### src/rtl/uart_tx_framer_if.sv
// rtl/uart_tx_framer_if.sv - word/config handshake bundle between TX source and uart_tx_framer
interface uart_tx_framer_if #(
    parameter int DATA_W = 9,
    parameter int DIV_W  = 16
);
    logic [DATA_W-1:0] tx_data;
    logic              tx_valid;
    logic              tx_ready;
    logic [DIV_W-1:0]  baud_div;
    logic [3:0]        data_len;
    logic [1:0]        parity_type;
    logic              stop_bits;

    modport master (
        output tx_data, tx_valid, baud_div, data_len, parity_type, stop_bits,
        input  tx_ready
    );

    modport slave (
        input  tx_data, tx_valid, baud_div, data_len, parity_type, stop_bits,
        output tx_ready
    );
endinterface

### src/rtl/uart_tx_framer.sv
// rtl/uart_tx_framer.sv - UART TX framer/serializer; define UART_TX_BREAK_EN for the send_break line-break feature
module uart_tx_framer #(
    parameter int DATA_W = 9,
    parameter int DIV_W  = 16
) (
    input  logic             clk,
    input  logic             rst_n,
    uart_tx_framer_if.slave  bus,
    output logic             tx_out,
    output logic             busy,
    output logic             frame_done
`ifdef UART_TX_BREAK_EN
    ,
    input  logic             send_break
`endif
);

    typedef enum logic [2:0] {
        S_IDLE    = 3'd0,
        S_START   = 3'd1,
        S_DATA    = 3'd2,
        S_PARITY  = 3'd3,
        S_STOP    = 3'd4
`ifdef UART_TX_BREAK_EN
        ,
        S_BRK     = 3'd5,
        S_BRK_END = 3'd6
`endif
    } state_t;

    localparam logic [3:0]       MIN_LEN = 4'd5;
    localparam logic [3:0]       MAX_LEN = 4'(DATA_W);
    localparam logic [DIV_W-1:0] ONE     = DIV_W'(1);

    state_t            state_q, state_d;
    logic [DIV_W-1:0]  cnt_q, cnt_d;
    logic [3:0]        bit_q, bit_d;
    logic [DATA_W-1:0] sh_q, sh_d;
    logic              tx_out_q, tx_out_d;
    logic              ready_q, ready_d;

    logic [3:0]        len_q;
    logic [DIV_W-1:0]  div_q;
    logic              par_en_q;
    logic              par_q;
    logic              stop2_q;

    logic [3:0]        len_clamp;
    logic [DIV_W-1:0]  div_clamp;
    logic [DATA_W-1:0] masked;
    logic              data_xor;
    logic              accept;
    logic              bit_end;
    logic              brk_entry;

    // Per-frame configuration as seen on the accept edge
    always_comb begin
        if (bus.data_len < MIN_LEN)
            len_clamp = MIN_LEN;
        else if (bus.data_len > MAX_LEN)
            len_clamp = MAX_LEN;
        else
            len_clamp = bus.data_len;

        div_clamp = (bus.baud_div == '0) ? ONE : bus.baud_div;

        masked = '0;
        for (int i = 0; i < DATA_W; i++) begin
            masked[i] = bus.tx_data[i] & (4'(i) < len_clamp);
        end
        data_xor = ^masked;
    end

    assign accept  = bus.tx_valid & ready_q;
    assign bit_end = (cnt_q == ONE);

`ifdef UART_TX_BREAK_EN
    assign brk_entry = (state_q == S_IDLE) && !accept && send_break;
`else
    assign brk_entry = 1'b0;
`endif

    always_ff @(posedge clk or negedge rst_n) begin
        if (!rst_n) begin
            state_q  <= S_IDLE;
            cnt_q    <= '0;
            bit_q    <= '0;
            sh_q     <= '0;
            tx_out_q <= 1'b1;
            ready_q  <= 1'b0;
        end else begin
            state_q  <= state_d;
            cnt_q    <= cnt_d;
            bit_q    <= bit_d;
            sh_q     <= sh_d;
            tx_out_q <= tx_out_d;
            ready_q  <= ready_d;
        end
    end

    // Shadow registers hold the frame's settings so inputs may change after accept
    always_ff @(posedge clk or negedge rst_n) begin
        if (!rst_n) begin
            len_q    <= '0;
            div_q    <= '0;
            par_en_q <= 1'b0;
            par_q    <= 1'b0;
            stop2_q  <= 1'b0;
        end else if (accept) begin
            len_q    <= len_clamp;
            div_q    <= div_clamp;
            par_en_q <= (bus.parity_type == 2'b01) || (bus.parity_type == 2'b10);
            par_q    <= (bus.parity_type == 2'b01) ? ~data_xor : data_xor;
            stop2_q  <= bus.stop_bits;
        end else if (brk_entry) begin
            div_q    <= div_clamp;
        end
    end

    always_comb begin
        state_d = state_q;
        cnt_d   = cnt_q;
        bit_d   = bit_q;
        sh_d    = sh_q;
        case (state_q)
            S_IDLE: begin
                if (accept) begin
                    state_d = S_START;
                    cnt_d   = div_clamp;
                    bit_d   = '0;
                    sh_d    = masked;
                end
`ifdef UART_TX_BREAK_EN
                else if (send_break) begin
                    state_d = S_BRK;
                end
`endif
            end
            S_START, S_DATA, S_PARITY, S_STOP: begin
                if (!bit_end) begin
                    cnt_d = cnt_q - ONE;
                end else begin
                    cnt_d = div_q;
                    case (state_q)
                        S_START: begin
                            state_d = S_DATA;
                            bit_d   = '0;
                        end
                        S_DATA: begin
                            sh_d = sh_q >> 1;
                            if (bit_q == len_q - 4'd1) begin
                                state_d = par_en_q ? S_PARITY : S_STOP;
                                bit_d   = '0;
                            end else begin
                                bit_d = bit_q + 4'd1;
                            end
                        end
                        S_PARITY: begin
                            state_d = S_STOP;
                            bit_d   = '0;
                        end
                        default: begin
                            // bit_q counts completed stop bits
                            if (stop2_q && (bit_q == 4'd0)) begin
                                bit_d = 4'd1;
                            end else begin
                                state_d = S_IDLE;
                                bit_d   = '0;
                                cnt_d   = '0;
                            end
                        end
                    endcase
                end
            end
`ifdef UART_TX_BREAK_EN
            S_BRK: begin
                if (!send_break) begin
                    state_d = S_BRK_END;
                    cnt_d   = div_q;
                end
            end
            S_BRK_END: begin
                if (bit_end) begin
                    state_d = S_IDLE;
                    cnt_d   = '0;
                end else begin
                    cnt_d = cnt_q - ONE;
                end
            end
`endif
            default: begin
                state_d = S_IDLE;
                cnt_d   = '0;
                bit_d   = '0;
            end
        endcase
    end

    // Line level and ready are registered from the next state to keep tx_out glitch-free
    always_comb begin
        tx_out_d   = 1'b1;
        ready_d    = (state_d == S_IDLE);
        busy       = (state_q != S_IDLE);
        frame_done = (state_q == S_STOP) && bit_end && (!stop2_q || (bit_q == 4'd1));
        case (state_d)
            S_START:   tx_out_d = 1'b0;
            S_DATA:    tx_out_d = sh_d[0];
            S_PARITY:  tx_out_d = par_q;
`ifdef UART_TX_BREAK_EN
            S_BRK:     tx_out_d = 1'b0;
`endif
            default:   tx_out_d = 1'b1;
        endcase
    end

    assign tx_out       = tx_out_q;
    assign bus.tx_ready = ready_q;

endmodule

### src/flat_wrapper.sv
// flat-port wrapper written by rule: the top's interface ports become plain ports
module uart_tx_framer_flat 
#(
    parameter int DATA_W = 9,
    parameter int DIV_W  = 16
)
  (clk, rst_n, tx_out, busy, frame_done, bus_tx_data, bus_tx_valid, bus_baud_div, bus_data_len, bus_parity_type, bus_stop_bits, bus_tx_ready);
  uart_tx_framer_if #(.DATA_W(DATA_W), .DIV_W(DIV_W)) bus_i ();
  input  logic clk;
  input  logic rst_n;
  output logic tx_out;
  output logic busy;
  output logic frame_done;
  input wire logic [$bits(bus_i.tx_data)-1:0] bus_tx_data;
  input wire logic [$bits(bus_i.tx_valid)-1:0] bus_tx_valid;
  input wire logic [$bits(bus_i.baud_div)-1:0] bus_baud_div;
  input wire logic [$bits(bus_i.data_len)-1:0] bus_data_len;
  input wire logic [$bits(bus_i.parity_type)-1:0] bus_parity_type;
  input wire logic [$bits(bus_i.stop_bits)-1:0] bus_stop_bits;
  output wire logic [$bits(bus_i.tx_ready)-1:0] bus_tx_ready;
  assign bus_i.tx_data = bus_tx_data;
  assign bus_i.tx_valid = bus_tx_valid;
  assign bus_i.baud_div = bus_baud_div;
  assign bus_i.data_len = bus_data_len;
  assign bus_i.parity_type = bus_parity_type;
  assign bus_i.stop_bits = bus_stop_bits;
  assign bus_tx_ready = bus_i.tx_ready;
  uart_tx_framer #(.DATA_W(DATA_W), .DIV_W(DIV_W)) u_core (.clk(clk), .rst_n(rst_n), .bus(bus_i), .tx_out(tx_out), .busy(busy), .frame_done(frame_done));
endmodule
### config.mk
export PLATFORM = sky130hd
export DESIGN_NAME = uart_tx_framer_flat
export DESIGN_NICKNAME = d
export VERILOG_FILES = /design/src/rtl/uart_tx_framer_if.sv /design/src/rtl/uart_tx_framer.sv /design/src/flat_wrapper.sv
export SDC_FILE = /design/constraint.sdc
export NUM_CORES = 1
export LEC_CHECK = 0
export BUFFER_PORTS_ARGS = -buffer_cell sky130_fd_sc_hd__buf_2
export CORE_MARGIN = 2
export CORE_UTILIZATION = 58
export DETAILED_ROUTE_END_ITERATION = 10
export GPL_TIMING_DRIVEN = 0
export PLACE_DENSITY = 0.92
export SLEW_MARGIN = 20
export SYNTH_ARGS = -nofsm -noshare
export SYNTH_HDL_FRONTEND = slang
export SYNTH_SLANG_ARGS = --single-unit
export TNS_END_PERCENT = 1
### constraint.sdc
create_clock -name clk -period 2.63 [get_ports clk]
set_input_delay 0.263 -clock clk [delete_from_list [all_inputs] [get_ports clk]]
set_output_delay 0.263 -clock clk [all_outputs]
set_load 0.005 [all_outputs]
### Yosys cells after proc, flatten, opt, wreduce, memory -nomap -nowiden

Cells that the tools add are included.

| storage, ports and cells | value |
|---|---|
| register bits | 57 |
| latch bits | 0 |
| memory bits (writable) | 0 |
| bits in read-only memories | 0 |
| bits of input ports | 35 |
| output and inout bits | 4 |
| word-level logic and storage cells | 97 |
| memories kept | 0 |

| cells by class | value |
|---|---|
| $add $sub $neg | 3 |
| multiply operators | 0 |
| divide/modulo/power cells | 0 |
| magnitude comparators | 11 |
| equal/unequal tests | 15 |
| shift operators | 0 |
| multiplexer cells | 27 |
| bitwise gates (word level) | 11 |
| reduce and logical (&&, ||, !) cells | 18 |

Operator list:

| cell | number |
|---|---|
| 16-bit two-way mux | 5 |
| 16-bit case mux with 2 select lines | 1 |
| 9-bit two-way mux | 3 |
| 4-bit two-way mux | 5 |
| 9-bit case mux with 2 select lines | 1 |
| 16-bit by 1-bit equality test with 1-bit output, second input constant | 1 |
| 16-bit logical NOT | 1 |
| 3-bit by 4-bit less-than comparator with 1-bit output, first input constant | 4 |
| 4-bit case mux with 2 select lines | 2 |
| 16-bit by 1-bit subtractor with 16-bit output, second input constant | 1 |
| 3-bit two-way mux | 5 |
| 3-bit by 2-bit equality test with 1-bit output, second input constant | 4 |
| 1-bit bitwise AND | 10 |
| 3-bit case mux with 3 select lines | 1 |
| 9-bit XOR reduction | 1 |
| 1-bit by 4-bit less-than comparator with 1-bit output, first input constant | 2 |
| 2-bit by 4-bit less-than comparator with 1-bit output, first input constant | 2 |
| 3-bit by 1-bit equality test with 1-bit output, second input constant | 2 |
| 3-bit logical NOT | 2 |
| 2-bit by 1-bit != test with 1-bit output, second input constant | 3 |
| 3-bit case mux with 2 select lines | 1 |
| 4-bit by 1-bit adder with 4-bit output, second input constant | 1 |
| 4-bit by 1-bit equality test with 1-bit output, second input constant | 1 |
| 4-bit equality test | 1 |
| 21 further kinds | 25 |

### Longest topological paths before layout

| logic depth | value |
|---|---|
| depth after elaboration | 8 |
| gate-level depth with buffers | 9 |
| depth with buffers taken out | 8 |

### Least setup slack after synthesis

Ideal clock, no wire load.

| path | value |
|---|---|
| path kind | register to register |
| start point | register u_core.cnt_q[2] |
| end point | register u_core.cnt_q[13] |
| setup time | 0.124 ns |
| data arrival time | 2.001 ns |
| required time | 2.506 ns |
| slack | 0.505 ns |
| stages on the path, launching flop included | 8 |
| buffers on the path | 1 |
| clock period less this slack | 2.125 ns |
| cell sequence | dfrtp_1 > or4_1 > or4_1 > buf_2 > nor3_2 > xnor2_1 > a21oi_1 > or2_1 |

| on the way | value |
|---|---|
| word-level cells in the longest chain between the ends | 3 |
| elaborated cells between the ends (all ways) | 4 |
| classes of those cells | 1 x add/sub; 1 x eq/ne; 2 x mux |

RTL lines:

| what | line | text |
|---|---|---|
| start: declaration | uart_tx_framer.sv:36 | `logic [DIV_W-1:0] cnt_q, cnt_d;` |
| start signal: assignment | uart_tx_framer.sv:93 | `cnt_q <= cnt_d;` |
| 16-bit by 1-bit subtractor with 16-bit output or 16-bit by 1-bit equality test with 1-bit output (tied branches) | uart_tx_framer.sv:141, uart_tx_framer.sv:75 |  |
| 16-bit two-way mux (*) | uart_tx_framer.sv:140 | `if (!bit_end) begin` |
| 16-bit case mux with 2 select lines (*) | uart_tx_framer.sv:125 | `case (state_q)` |

Mark *: on every way between the ends. The rest lies on a longest branch, timed or not.
A chain may end at the register's enable or synchronous reset.

### Worst setup path after layout

| path | value |
|---|---|
| start point | register u_core.cnt_q[8] |
| end point | output frame_done |

| on the way | value |
|---|---|
| word-level cells in the longest chain between the ends | 3 |

RTL lines:

| what | line | text |
|---|---|---|
| 16-bit by 1-bit equality test with 1-bit output | uart_tx_framer.sv:75 | `assign bit_end = (cnt_q == ONE);` |
| 1-bit logical AND (2 in a row) | uart_tx_framer.sv:204 | `frame_done = (state_q == S_STOP) && bit_end && (!stop2_q \|\| (bit_q == 4'd1));` |
| end: declaration | flat_wrapper.sv:13 | `output logic frame_done;` |

No other way between the ends.

==> results.py <==
metrics = {
    "synth": {
        "synthDistinctLibCells": 58,
        "syn_nets": 419,
        "ys_top_cells_by_area": "dfrtp_1, nand2_1, a21oi_1",
        "async_flop_share_pct": 100,
        "synth_seq_cells": 57,
        "synth_edf_count": 0,
        "synth-compound-area-share_pct": 18.2,
        "synth-main-ff-cell": "dfrtp_1",
        "synth_top_family_by_area": "simple AND/OR/NAND/NOR gates",
        "synth_mux_area_share_pct": 0.347,
        "synthSimpleGateAreaFrac_pct": 25.1,
        "synth_top_area_cell": "dfrtp_1",
        "netlist.area_leader.share_pct": 43.2,
        "syn_inst": 377,
        "syn_area_sq_mm": 0.00325,
        "synthXorXnorAreaFrac_pct": 6.63,
        "synth_adder_area_share_pct": 2.70,
        "ys.warnings.count": 0,
        "yosysSeqAreaShare_pct": 44.0,
        "syn-mean-instance-area_sq_um": 8.61,
    },
    "final_layout": {
        "drive_above_1_share_pct": 16.7,
        "layout_commonest_cell": "nand2_1",
        "layout.cells.non_filler": 502,
        "nNetsFinal": 468,
        "fillers": 385,
        "final_cell_mix": "nand2_1, dfrtp_1, buf_2",
        "num_antenna_cells": 0,
        "post-route-util_pct": 68.5,
        "area_growth_pct": 14.8,
    },
    "outcome": {
        "run_status": "finished, final reports clean",
    },
    "grt": {
        "grt_pass1_vias": 2960,
        "grt_overflow": 0,
        "grt_pass1_wl_um": 14000,
        "grtUsageTotal_pct": 29.6,
        "antenna_found_initial": 0,
        "grt_max_degree": 58,
    },
    "setup_path": {
        "ff2ff_path_depth": 8,
        "end_kind": "primary output",
        "path_max_fanout": 7,
        "criticalPathCategory": "register to primary output",
        "critPathLaunchType": "register",
        "crit_arrival_ns": 2.27,
        "crit_required_ns": 2.37,
        "startpoint": "u_core.cnt_q[8]",
        "r2r-start": "u_core.len_q[0]",
    },
    "power_and_ir_drop": {
        "power.leakage_nw": 1.69,
        "p_per_area_mw_per_mm2": 929,
        "ir_drop_mv": 0.715,
    },
    "timing": {
        "hold_viol": 0,
        "max-slew-margin-rel_pct": 51.9,
        "finalWorstSetupSlack_ns": 0.0955,
        "layout_min_cycle_time_ns": 2.53,
        "finalCritPeriodShare_pct": 96.4,
        "fmax_mhz": 395,
        "max_slew.worst_pin.slew_ns": 0.722,
        "maxSlewViolCount": 0,
        "rsz0062_at_grt": "no",
        "setup_tns_ns": 0,
        "finClkSkew_ns": 0.0118,
        "finalSetupViolCount": 0,
    },
    "detailed_routing": {
        "ant_nets": 0,
        "drc_errors": 0,
        "vias": 3055,
        "drt_pre_antenna_iters": 6,
        "totalWireLength_um": 8520,
        "wl_per_cell_um": 17.0,
        "viasPerCell": 6.09,
        "drtIter0Drc": 330,
    },
    "clocking": {
        "cts_tree": "yes",
        "cts-root-buf": "clkbuf_8",
        "cts_buffers": 9,
        "clock_sinks": 57,
        "insertion_delay_ns": 0.35,
        "clockBufferDepth": 2,
        "htreeDepth": 3,
        "clkTransAtPathRegs_ns": 0.07,
    },
    "flow_run": {
        "drv_cap": 0,
    },
    "worst_hold_path": {
        "min_path_cells": 3,
        "hp-class": "primary input to register",
        "hp-start": "bus_stop_bits",
    },
    "placed_design": {
        "io_buffer_count": 37,
        "placed_cells": 486,
        "pre_cts_slack_ns": 0.0109,
        "post-dp-hpwl_um": 5970,
        "globalplace.congestion": 0.932,
    },
    "floorplan": {
        "dieArea_sq_mm": 0.00621,
        "initial_core_util_pct": 59.7,
        "die_x_um": 78.8,
        "num_io_pins": 39,
        "coreArea_sq_mm": 0.00544,
        "num_rows": 27,
        "fp.dieH_um": 78.8,
    },
}
path summary, 6_finish.rpt:
path	endpoint	slack (ns)
worst min-delay path	u_core.stop2_q	0.10
worst max register to register	u_core.tx_out	0.25
max in group asynchronous	u_core.sh_q[1]	1.62
worst min register to register	u_core.div_q[11]	0.48
min in group asynchronous	u_core.sh_q[6]	0.50
worst max-delay path	frame_done	0.1
synthesized netlist by cell type (3+ instances only):
library cell / n
nand2_1: 97
dfrtp_1: 56
a21oi_1: 31
nor2_1: 23
o21ai_0: 21
xnor2_1: 16
inv_1: 11
a22oi_1: 9
clkbuf_1: 9
nor3_1: 8
ha_1: 7
nand3_1: 7
o21bai_1: 7
xor2_1: 6
nor4_1: 5
or2_1: 4
and3_1: 3
buf_2: 3
nand4_1: 3
or3_1: 3
where the power goes:
part / switching (mW) / leakage (nW) / internal (mW) / total [mW]
sequential: 0.341 / 0.709 / 1.26 / 1.60
combinational: 0.585 / 0.888 / 0.498 / 1.08
clock: 0.353 / 0.0929 / 0.428 / 0.781
total: 1.28 / 1.69 / 2.18 / 3.46
through the flow:
step / hold slack (ns) / area, sq um / total power, mW
2_1_floorplan: -0.0326 / 3250 / 2.33
6_report: 0.102 / 3730 / 3.46
5_1_grt: 0.129 / 3730 / 3.68
3_3_place_gp: 0.455 / 3520 / 2.54
4_1_cts: 0.103 / 3720 / 3.43
3_5_place_dp: 0.365 / 3520 / 2.64
layer usage:
metal | wire (um) | share of wire [%] | up-vias | GRT usage, %
met5 | 0 | 0 | - | 0
met2 | 4100 | 48 | 169 | 49.0
met4 | 273 | 3.2 | 0 | 14.6
met1 | 3440 | 40 | 1445 | 38.4
li1 | - | - | 1415 | -
met3 | 704 | 8.3 | 26 | 4.20
worst max-delay path, stage by stage, from the launching register on:
cell	delay [ns]
dfrtp_1	0.42
or3_1	0.53
nor3_4	0.34
nand2_2	0.20
a211oi_1	0.27
buf_2	0.17
layout make-up:
cell class                 count  area, sq um  share of cell area [%]
buffer                        13         56.3                    1.51
timing repair buffer          38          198                    5.31
clock inverter                 4         45.0                    1.21
inverter                      11         41.3                    1.11
multi-input combinational    296         1740                    46.6
clock buffer                  11          131                    3.53
sequential                    57         1430                    38.3
tap                           72         90.1                    2.42
cells by family (layout without fill, tap and decap cells):
| logic type | after synthesis | in the layout |
|---|---|---|
| xor+xnor | 23 | 23 |
| buf+inv | 24 | 77 |
| flops | 57 | 57 |
| mux | 1 | 1 |
| fa+ha+maj | 7 | 7 |
| compound gates | 92 | 92 |
| simple gates | 173 | 173 |
state kept, by name (all words and copies together) (netlist names), 3 cells and up:
name / count
u_core.bit_q: 4
u_core.cnt_q: 16
u_core.div_q: 16
u_core.len_q: 4
u_core.sh_q: 9
u_core.state_q: 3
repair_timing:
action	CTS	global route
setup buffers	0	0
setup endpoints to repair	3	2
cloned	0	0
resized for setup	3	1
pin swaps	0	1
endpoints found under the hold margin	7	0
hold buffers	1	0
Note: power is estimated with default switching activity, not from simulation.
